### src/rtl/bu_pkg.sv
// Branch unit shared definitions: BrOp encodings, BHT counter type,
// reset value and the saturating counter step.
package bu_pkg;

  localparam logic [4:0] BR_NONE = 5'b00000;
  localparam logic [4:0] BR_EQ   = 5'b01000;
  localparam logic [4:0] BR_NE   = 5'b01001;
  localparam logic [4:0] BR_LT   = 5'b01100;
  localparam logic [4:0] BR_GE   = 5'b01101;
  localparam logic [4:0] BR_LTU  = 5'b01110;
  localparam logic [4:0] BR_GEU  = 5'b01111;
  localparam logic [4:0] BR_JUMP = 5'b10000;

  typedef logic [1:0] bht_ctr_t;

  localparam bht_ctr_t BHT_RESET = 2'b01;

  function automatic bht_ctr_t ctr_next(
    input bht_ctr_t c,
    input logic     taken
  );
    bht_ctr_t n;
    n = c;
    if (taken) begin
      if (c != 2'b11) n = c + 2'b01;
    end else begin
      if (c != 2'b00) n = c - 2'b01;
    end
    return n;
  endfunction

endpackage

### src/rtl/bu_if.sv
// IF/EX bundle of the branch unit; master = pipeline, slave = predictor.
// Stats signals exist only when BU_STATS_EN is defined.
interface bu_if #(
  parameter int XLEN = 32
);
  logic [XLEN-1:0] Pc_if;
  logic            PredTaken_if;
  logic            Valid_ex;
  logic            Stall_ex;
  logic [XLEN-1:0] Pc_ex;
  logic [XLEN-1:0] A;
  logic [XLEN-1:0] B;
  logic [4:0]      BrOp_ex;
  logic            PredTaken_ex;
  logic            NextPcSrc;
  logic            Redirect;
  logic            RedirectSeq;
`ifdef BU_STATS_EN
  logic [31:0]     BrCount;
  logic [31:0]     MissCount;

  modport master (
    output Pc_if, Valid_ex, Stall_ex, Pc_ex,
    output A, B, BrOp_ex, PredTaken_ex,
    input  PredTaken_if, NextPcSrc,
    input  Redirect, RedirectSeq,
    input  BrCount, MissCount
  );

  modport slave (
    input  Pc_if, Valid_ex, Stall_ex, Pc_ex,
    input  A, B, BrOp_ex, PredTaken_ex,
    output PredTaken_if, NextPcSrc,
    output Redirect, RedirectSeq,
    output BrCount, MissCount
  );
`else
  modport master (
    output Pc_if, Valid_ex, Stall_ex, Pc_ex,
    output A, B, BrOp_ex, PredTaken_ex,
    input  PredTaken_if, NextPcSrc,
    input  Redirect, RedirectSeq
  );

  modport slave (
    input  Pc_if, Valid_ex, Stall_ex, Pc_ex,
    input  A, B, BrOp_ex, PredTaken_ex,
    output PredTaken_if, NextPcSrc,
    output Redirect, RedirectSeq
  );
`endif
endinterface

### src/rtl/bu_cmp.sv
// Combinational branch comparator: A, B, BrOp_ex -> NextPcSrc.
// Jumps always take; non-branches and ccc 010/011 never take.
module bu_cmp
  import bu_pkg::*;
#(
  parameter int XLEN = 32
) (
  input  logic [XLEN-1:0] A,
  input  logic [XLEN-1:0] B,
  input  logic [4:0]      BrOp_ex,
  output logic            NextPcSrc
);

  logic eq;
  logic lt_s;
  logic lt_u;
  logic cond;

  assign eq   = (A == B);
  assign lt_s = ($signed(A) < $signed(B));
  assign lt_u = (A < B);

  always_comb begin
    cond = 1'b0;
    case (BrOp_ex[2:0])
      3'b000:  cond = eq;
      3'b001:  cond = ~eq;
      3'b100:  cond = lt_s;
      3'b101:  cond = ~lt_s;
      3'b110:  cond = lt_u;
      3'b111:  cond = ~lt_u;
      default: cond = 1'b0;
    endcase
  end

  always_comb begin
    NextPcSrc = 1'b0;
    priority case (1'b1)
      BrOp_ex[4]:  NextPcSrc = 1'b1;
      !BrOp_ex[3]: NextPcSrc = 1'b0;
      default:     NextPcSrc = cond;
    endcase
  end

endmodule

### src/rtl/bu_predictor.sv
// Branch unit with 2-bit saturating BHT: IF prediction, EX resolve,
// redirect flags. Optional BrCount/MissCount under BU_STATS_EN.
module bu_predictor
  import bu_pkg::*;
#(
  parameter int XLEN        = 32,
  parameter int BHT_ENTRIES = 64,
  parameter int IDX_LSB     = 2
) (
  input  logic clk,
  input  logic rst_n,
  bu_if.slave  bus
);

  localparam int IDX_W = $clog2(BHT_ENTRIES);

  bht_ctr_t bht [BHT_ENTRIES];

  logic [IDX_W-1:0] idx_if;
  logic [IDX_W-1:0] idx_ex;
  logic             take_raw;
  logic             take;
  logic             is_cond;
  logic             is_jump;
  logic             upd;
  logic             redirect;
  logic             redirect_seq;
  logic             unused_ok;

  assign idx_if = bus.Pc_if[IDX_LSB +: IDX_W];
  assign idx_ex = bus.Pc_ex[IDX_LSB +: IDX_W];

  // Upper PC bits alias by design.
  assign unused_ok = ^{bus.Pc_if, bus.Pc_ex};

  bu_cmp #(
    .XLEN (XLEN)
  ) u_cmp (
    .A         (bus.A),
    .B         (bus.B),
    .BrOp_ex   (bus.BrOp_ex),
    .NextPcSrc (take_raw)
  );

  assign is_jump = bus.BrOp_ex[4];
  assign is_cond = (bus.BrOp_ex[4:3] == 2'b01);
  assign take    = bus.Valid_ex & take_raw;

  always_comb begin
    redirect     = 1'b0;
    redirect_seq = 1'b0;
    if (bus.Valid_ex) begin
      if (is_jump) begin
        redirect = ~bus.PredTaken_ex;
      end else if (is_cond) begin
        redirect     = take ^ bus.PredTaken_ex;
        redirect_seq = ~take;
      end
    end
  end

  assign upd = bus.Valid_ex & ~bus.Stall_ex & is_cond;

  // No bypass: IF reads the pre-update value on an index collision.
  assign bus.PredTaken_if = bht[idx_if][1];
  assign bus.NextPcSrc    = take;
  assign bus.Redirect     = redirect;
  assign bus.RedirectSeq  = redirect_seq;

  always_ff @(posedge clk or negedge rst_n) begin
    if (!rst_n) begin
      for (int i = 0; i < BHT_ENTRIES; i++) begin
        bht[i] <= BHT_RESET;
      end
    end else if (upd) begin
      bht[idx_ex] <= ctr_next(bht[idx_ex], take);
    end
  end

`ifdef BU_STATS_EN
  logic [31:0] br_cnt;
  logic [31:0] miss_cnt;

  always_ff @(posedge clk or negedge rst_n) begin
    if (!rst_n) begin
      br_cnt   <= '0;
      miss_cnt <= '0;
    end else if (upd) begin
      br_cnt <= br_cnt + 32'd1;
      if (redirect) miss_cnt <= miss_cnt + 32'd1;
    end
  end

  assign bus.BrCount   = br_cnt;
  assign bus.MissCount = miss_cnt;
`endif

endmodule
### src/flat_wrapper.sv
// flat-port wrapper written by rule: the top's interface ports become plain ports
module bu_predictor_flat import bu_pkg::*;
#(
  parameter int XLEN        = 32,
  parameter int BHT_ENTRIES = 64,
  parameter int IDX_LSB     = 2
)
  (clk, rst_n, bus_Pc_if, bus_Valid_ex, bus_Stall_ex, bus_Pc_ex, bus_A, bus_B, bus_BrOp_ex, bus_PredTaken_ex, bus_PredTaken_if, bus_NextPcSrc, bus_Redirect, bus_RedirectSeq);
  bu_if #(.XLEN(XLEN)) bus_i ();
  input  logic clk;
  input  logic rst_n;
  input wire logic [$bits(bus_i.Pc_if)-1:0] bus_Pc_if;
  input wire logic [$bits(bus_i.Valid_ex)-1:0] bus_Valid_ex;
  input wire logic [$bits(bus_i.Stall_ex)-1:0] bus_Stall_ex;
  input wire logic [$bits(bus_i.Pc_ex)-1:0] bus_Pc_ex;
  input wire logic [$bits(bus_i.A)-1:0] bus_A;
  input wire logic [$bits(bus_i.B)-1:0] bus_B;
  input wire logic [$bits(bus_i.BrOp_ex)-1:0] bus_BrOp_ex;
  input wire logic [$bits(bus_i.PredTaken_ex)-1:0] bus_PredTaken_ex;
  output wire logic [$bits(bus_i.PredTaken_if)-1:0] bus_PredTaken_if;
  output wire logic [$bits(bus_i.NextPcSrc)-1:0] bus_NextPcSrc;
  output wire logic [$bits(bus_i.Redirect)-1:0] bus_Redirect;
  output wire logic [$bits(bus_i.RedirectSeq)-1:0] bus_RedirectSeq;
  assign bus_i.Pc_if = bus_Pc_if;
  assign bus_i.Valid_ex = bus_Valid_ex;
  assign bus_i.Stall_ex = bus_Stall_ex;
  assign bus_i.Pc_ex = bus_Pc_ex;
  assign bus_i.A = bus_A;
  assign bus_i.B = bus_B;
  assign bus_i.BrOp_ex = bus_BrOp_ex;
  assign bus_i.PredTaken_ex = bus_PredTaken_ex;
  assign bus_PredTaken_if = bus_i.PredTaken_if;
  assign bus_NextPcSrc = bus_i.NextPcSrc;
  assign bus_Redirect = bus_i.Redirect;
  assign bus_RedirectSeq = bus_i.RedirectSeq;
  bu_predictor #(.XLEN(XLEN), .BHT_ENTRIES(BHT_ENTRIES), .IDX_LSB(IDX_LSB)) u_core (.clk(clk), .rst_n(rst_n), .bus(bus_i));
endmodule
### config.mk
export PLATFORM = sky130hd
export DESIGN_NAME = bu_predictor_flat
export DESIGN_NICKNAME = d
export VERILOG_FILES = /design/src/rtl/bu_pkg.sv /design/src/rtl/bu_if.sv /design/src/rtl/bu_cmp.sv /design/src/rtl/bu_predictor.sv /design/src/flat_wrapper.sv
export SDC_FILE = /design/constraint.sdc
export NUM_CORES = 1
export LEC_CHECK = 0
export ABC_CLOCK_PERIOD_IN_PS = 2950
export BUFFER_PORTS_ARGS = -buffer_cell sky130_fd_sc_hd__buf_2
export CELL_PAD_IN_SITES_DETAIL_PLACEMENT = 1
export CELL_PAD_IN_SITES_GLOBAL_PLACEMENT = 1
export CORE_UTILIZATION = 36
export DETAILED_ROUTE_END_ITERATION = 7
export PLACE_DENSITY_LB_ADDON = 0.08
export REMOVE_ABC_BUFFERS = 1
export SLEW_MARGIN = 5
export SYNTH_ARGS = -nofsm -noshare
export SYNTH_HDL_FRONTEND = slang
export SYNTH_SLANG_ARGS = --single-unit
### constraint.sdc
create_clock -name clk -period 2.95 [get_ports clk]
set_clock_uncertainty 0.2 [all_clocks]
set_input_delay 0.295 -clock clk [delete_from_list [all_inputs] [get_ports clk]]
set_output_delay 0.295 -clock clk [all_outputs]
set_load 0.05 [all_outputs]
==> results.txt, run 1 <==
VDD IR max: 0.350 mV
Dpl cells: 1449
Io pins: 142
Commonest non-fill, non-tap cells in the layout: 323 x nor2_1, 99 x buf_4, 90 x nand2_1
Layout cells sized above 1: 41.9%
Global-route wire length before repair: 51.5 mm
Post-synth ARST share: 100%
Drt pass-1 iters: 5
Initial DRC count: 625
Largest cells by area after synthesis: dfstp_2 20%, dfrtp_1 19%, nor2_1 14%, mux4_2 13%, a21oi_1 8.3%
Antenna Nets Post-Route: 0
Mapped cell area: 8450 um2
Cts bufs inserted: 17
DP HPWL: 23.3 mm
Drc violations: 0
Area grow syn2layout: 41.3%
R2R depth: 10
IO buf count: 89
Reg area: 3280 um2
FMAX: 322 MHz
Vias per cell: 5.61
Pre-CTS setup slack: -0.529 ns
Worst Hold Slack: 0.244 ns
WL/cell: 23.4 um
CP max FO: 2
Reg clk slew, reported paths: 0.06 ns
RSZ-0062 raised after global routing: yes
Hold Vio Cnt, Final: 0
Grt total ovfl: 0
Cell count after synthesis: 981
GP Congestion: 0.857
Top reg by flops: u_core.bht
Largest register FFs: 128
Critical Path AT: 2.61 ns
Starting Density: 37.0%
Post-synth top area share: 19.9%
Reg-to-reg slack, setup: 0.05 ns
Vias in the first global route: 8652
Initial antenna violation count: 0
Setup WS post-layout: -0.156 ns
Ant diodes: 0
Reg-to-reg endpoint: u_core.bht[58]
Syn_area_per_cell: 8.61 um2
Site row count: 55
Gr usage total: 28.9%
Unique masters post-synth: 58
Synth warn: 0
CTS tree: done
P_leak: 5.14 nW
Max Cap Viol: 0
Width of the die: 155 um
Critical path capture point type: output port
Main synth FF type: dfstp_2
Worst slew pin tran: 0.713 ns
Clk_lat worst skew: 0.44 ns
Fin crit share: 105%
Post-layout nets: 1343
Seq/Total Area, Yosys: 38.9%
Status: finished, violations left
Via count: 8404
Failing checks: setup timing
Yosys reg bits: 128
Clock Sinks: 128
Startpoint Class: input pin
Biggest regs: u_core.bht x128
Crit Reg-Reg Startpoint: u_core.bht[105]
Setup violators final: 6
Slew HR: 52.0%
Multi-input gate area: 5430 um2
Yosys top cell by area: dfstp_2
Die area: 24100 um2
Die Y: 155 um
Largest net degree at the start of global routing: 49
H-Tree Depth: 4
Commonest non-fill, non-tap cell in the layout: nor2_1
Worst endpoint required time: 2.46 ns
Critical path class: input pin to output port
Core Box Area: 22800 um2
Slew Limit Fails: 0
Routed wire length: 35.1 mm
Final-layout fill cell count: 2633
EDFF count, synth: 0
Worst Hold Class: input pin to asynchronous set/reset pin
CTS max path bufs: 2
CTS Root Cell: clkbuf_16
PD cells: 438 nW/um2
Final critical-path required period: 3.11 ns
Final Non-Filler Cells: 1499
[power breakdown]
| group | internal, mW | switching, mW |
|---|---|---|
| Sequential | 1.87 | 0.0655 |
| Combinational | 0.476 | 0.527 |
| Clock | 1.37 | 0.914 |
| Total | 3.72 | 1.51 |
[final cells by class]
type,count,area share [%]
Timing Repair Buffer,225,17.3
Inverter,36,1.20
Sequential cell,128,27.5
Tap cell,313,3.28
Multi-Input combinational cell,765,45.5
Clock inverter,14,1.51
Clock buffer,18,3.68
[synthesized netlist by cell type (3+ instances only)]
| cell | count |
|---|---|
| a21oi_1 | 140 |
| a221oi_1 | 3 |
| a22oi_1 | 3 |
| and3_1 | 3 |
| buf_1 | 7 |
| buf_2 | 21 |
| buf_4 | 7 |
| buf_6 | 8 |
| clkbuf_1 | 10 |
| dfrtp_1 | 64 |
| dfstp_2 | 64 |
| ha_1 | 32 |
| inv_1 | 35 |
| mux2_2 | 3 |
| mux2i_1 | 18 |
| mux4_2 | 47 |
| nand2_1 | 90 |
| nand2b_1 | 6 |
| nand3_1 | 7 |
| nand4_1 | 6 |
| nor2_1 | 323 |
| nor2b_1 | 7 |
| nor3_1 | 12 |
| nor3b_1 | 4 |
| o21ai_0 | 9 |
| o22ai_1 | 6 |
| or2_2 | 3 |
| or3_1 | 3 |
[routing by layer]
layer / GRT usage (%) / share of wire (%) / up-vias
li1: - / - / 3765
met1: 39.6 / 44 / 4303
met2: 47.1 / 48 / 282
met3: 4.93 / 6.2 / 54
met4: 7.97 / 2.0 / 0
met5: 0 / 0 / -
[repair_timing]
item | CTS | global route
endpoints found under the hold margin | 23 | 0
hold buffers | 1 | 0
cloned | 0 | 8
resized for setup | 54 | 118
endpoints found under the setup margin | 4 | 94
pin swaps | 25 | 27
setup buffers | 5 | 5
[through the flow]
stage                     power, mW  setup TNS, ns  util, %  instance area, um2
after global routing           5.40          -3.38     52.2               11900
after global placement         2.76         -51.74     44.5               10200
after CTS                      5.12         -0.410     48.9               11200
final                          5.22         -0.349     52.2               11900
after floorplan                2.31         -98.67        -                8130
after detailed placement       2.78         -47.00     44.5               10200
[critical path, stage by stage]
cell	delay, ns
buf_6	0.10
inv_4	0.05
ha_4	0.20
and4_4	0.19
nor3b_4	0.15
a311oi_2	0.23
and2_4	0.20
mux2_4	0.31
nor3_4	0.23
mux2_4	0.33
o22ai_4	0.14
buf_6	0.17
[logic make-up after synthesis]
logic type                 synth area share (%)
DFF                                        38.9
adders and majority gates                  4.74
muxes                                      15.1
xor gates and xnor gates                  0.104
AOI/OAI and AO/OA                          12.1
buffers and inverters                      5.29
and+or+nand+nor                            23.9
[how the worst max path moves through the flow]
stage                     slack (ns)  cells past startpoint       from             end
after floorplan                -0.88                     10  bus_B[31]  u_core.bht[15]
after global placement         -0.48                     12  bus_B[30]    bus_Redirect
after detailed placement       -0.53                     12  bus_B[31]    bus_Redirect
after CTS                      -0.17                     13  bus_B[13]    bus_Redirect
after global routing           -0.24                     13   bus_B[9]    bus_Redirect
final                          -0.16                     12  bus_B[31]    bus_Redirect
(Power assumes the default switching activity.)
==> inputs of run 2 (changes only) <==
--- a/config.mk
+++ b/config.mk
@@ -9,7 +9,7 @@
 export BUFFER_PORTS_ARGS = -buffer_cell sky130_fd_sc_hd__buf_2
 export CELL_PAD_IN_SITES_DETAIL_PLACEMENT = 1
 export CELL_PAD_IN_SITES_GLOBAL_PLACEMENT = 1
-export CORE_UTILIZATION = 36
+export CORE_UTILIZATION = 35
 export DETAILED_ROUTE_END_ITERATION = 7
 export PLACE_DENSITY_LB_ADDON = 0.08
 export REMOVE_ABC_BUFFERS = 1
==> run 2 against run 1 <==
The run still ends with setup timing left. Utilization decreased by 0.11 points. Critical path depth increased by 2. Worst hold slack got worse by 0.054 ns. Sequential share of layout area decreased by 0.76 points. Combinational power increased by 9%. Non-clock buffer count decreased by 6. Global-route usage decreased by 1.2 points. Register-to-register slack got worse by 0.15 ns. Design area increased by 2.8%. Routed wire length increased by 3.5%. Critical path type unchanged.
==> results.txt, run 2 (synthesized netlist as in run 1, its figures left out) <==
Cts bufs inserted: 17 (unchanged)
Area grow syn2layout: 45.3%
Worst Hold Slack: 0.191 ns (-0.0536 ns)
Critical path capture point type: output port
WL/cell: 24.2 um (+3.4%)
VDD IR max: 0.339 mV (-3.2%)
DP HPWL: 22.7 mm (-2.7%)
PD cells: 425 nW/um2 (-3.0%)
Hold Vio Cnt, Final: 0 (unchanged)
CP max FO: 2 (unchanged)
CTS Root Cell: clkbuf_16
Drc violations: 0 (unchanged)
Slew HR: 28.0% (-24 points)
Via count: 8465 (+0.73%)
Vias per cell: 5.64 (+0.66%)
Clk_lat worst skew: 0.43 ns (about the same)
Sw power: 1.53 mW (+1.8%)
Starting Density: 35.9% (-1.1 points)
RSZ-0062 raised after global routing: yes
Setup WS post-layout: -0.186 ns (-0.0298 ns)
Die area: 24800 um2 (+2.8%)
Worst endpoint required time: 2.46 ns (about the same)
Int Power: 3.68 mW (-1.0%)
Ant diodes: 0 (unchanged)
Vias in the first global route: 8504 (-1.7%)
Die Y: 157 um (+1.4%)
Largest net degree at the start of global routing: 55 (+12%)
Setup_tns: -8.04 ns (-7.69 ns)
Startpoint Class: input pin
Clock Sinks: 128 (unchanged)
Commonest non-fill, non-tap cells in the layout: 323 x nor2_1, 92 x a21oi_2, 90 x nand2_1
Antenna Nets Post-Route: 0 (unchanged)
Slew Limit Fails: 0 (unchanged)
Gr usage total: 27.7% (-1.2 points)
Top reg by flops: u_core.bht
Initial DRC count: 569 (-9.0%)
Failing checks: setup timing
Final critical-path required period: 3.14 ns (+0.0298 ns)
Clock power frac: 41.9% (-1.8 points)
FMAX: 319 MHz (-0.95%)
Status: finished, violations left
Fin crit share: 106% (+1.0 points)
Site row count: 56 (+1.8%)
GP Congestion: 0.794 (-7.3%)
H-Tree Depth: 4 (unchanged)
Logic pwr share: 20.9% (+1.7 points)
Switching Fraction: 29.4% (+0.57 points)
Routed wire length: 36.3 mm (+3.5%)
Setup violators final: 132 (+126)
Core Box Area: 23500 um2 (+3.0%)
Reg power frac: 37.2% (about the same)
Biggest regs: u_core.bht x128
Critical path class: input pin to output port
Initial antenna violation count: 0 (unchanged)
Layout cells sized above 1: 46.2% (+4.3 points)
Commonest non-fill, non-tap cell in the layout: nor2_1
Post-layout nets: 1338 (-0.37%)
Largest register FFs: 128 (unchanged)
Width of the die: 157 um (+1.4%)
Worst Hold Class: input pin to asynchronous set/reset pin
Reg clk slew, reported paths: 0.06 ns (about the same)
P_leak: 5.16 nW (+0.36%)
Max Cap Viol: 0 (unchanged)
Drt pass-1 iters: 4 (-1)
CTS tree: done
Grt total ovfl: 0 (unchanged)
IO buf count: 89 (unchanged)
Global-route wire length before repair: 50.3 mm (-2.3%)
Io pins: 142 (unchanged)
CTS max path bufs: 2 (unchanged)
Critical Path AT: 2.64 ns (+0.03 ns)
Worst slew pin tran: 1.07 ns (+0.355 ns)
run 2: final timing paths:
check                                startpoint               to  slack, ns  cells past startpoint
worst min-delay path                      rst_n   u_core.bht[87]       0.19                      2
min in group clk                u_core.bht[112]  u_core.bht[112]       0.31                      2
worst max-delay path                  bus_B[31]     bus_Redirect      -0.19                     14
max in group asynchronous                 rst_n   u_core.bht[54]       1.52                      3
worst max register to register   u_core.bht[65]  u_core.bht[108]      -0.10                     10
worst min register to register  u_core.bht[112]  u_core.bht[112]       0.31                      2
run 2: timing repair:
item	4_1_cts	5_1_grt
setup endpoints to repair	4	96
pin swaps	24	36
hold buffers	1	0
cloned	0	17
hold endpoints to repair	47	0
resized for setup	53	194
setup buffers	6	4
run 2: worst max-delay path, cell delays in order:
cell and delay, ns:
buf_6 0.10, inv_4 0.04, ha_4 0.19, and4_4 0.18, nor3b_4 0.16, a311oi_2 0.28, and2_4 0.21, buf_4 0.10
buf_4 0.10, o32ai_4 0.08, nor3_4 0.23, mux2_4 0.32, o22ai_2 0.18, buf_6 0.18
run 2: area by class of cell:
cell class / count / area [um2]
Clock buffer: 20 / 457
Clock inverter: 12 / 133
Fill cell: 2651 / 11300
Inverter: 36 / 148
Multi-Input combinational cell: 766 / 5740
Sequential cell: 128 / 3280
Tap cell: 319 / 399
Timing Repair Buffer: 219 / 2100
run 2: metrics by stage:
step                      worst slack, ns  util [%]  power, mW  instances  instance area, um2
after floorplan                    -0.884         -       2.31        928                8130
after global placement             -0.478      42.7       2.74       1442               10100
after detailed placement           -0.495      42.7       2.76       1442               10100
after CTS                          -0.162      46.7       5.00       1480               11000
after global routing               -0.307      52.1       5.38       1500               12300
final                              -0.186      52.1       5.21       1500               12300
run 2: metal layers:
metal	part of all wire [%]	global-route usage (%)	up-vias
met1	45	37.6	4364
li1	-	-	3756
met2	47	45.6	285
met5	0	0	-
met3	6.1	4.49	60
met4	2.2	7.67	0
run 2: power by group through the flow:
stage          logic (mW)  registers [mW]  clock network [mW]
2_1_floorplan       0.369            1.94                   0
3_3_place_gp        0.783            1.96                   0
3_5_place_dp        0.796            1.96                   0
4_1_cts             0.861            1.93                2.21
5_1_grt              1.16            1.95                2.27
6_report             1.09            1.94                2.18
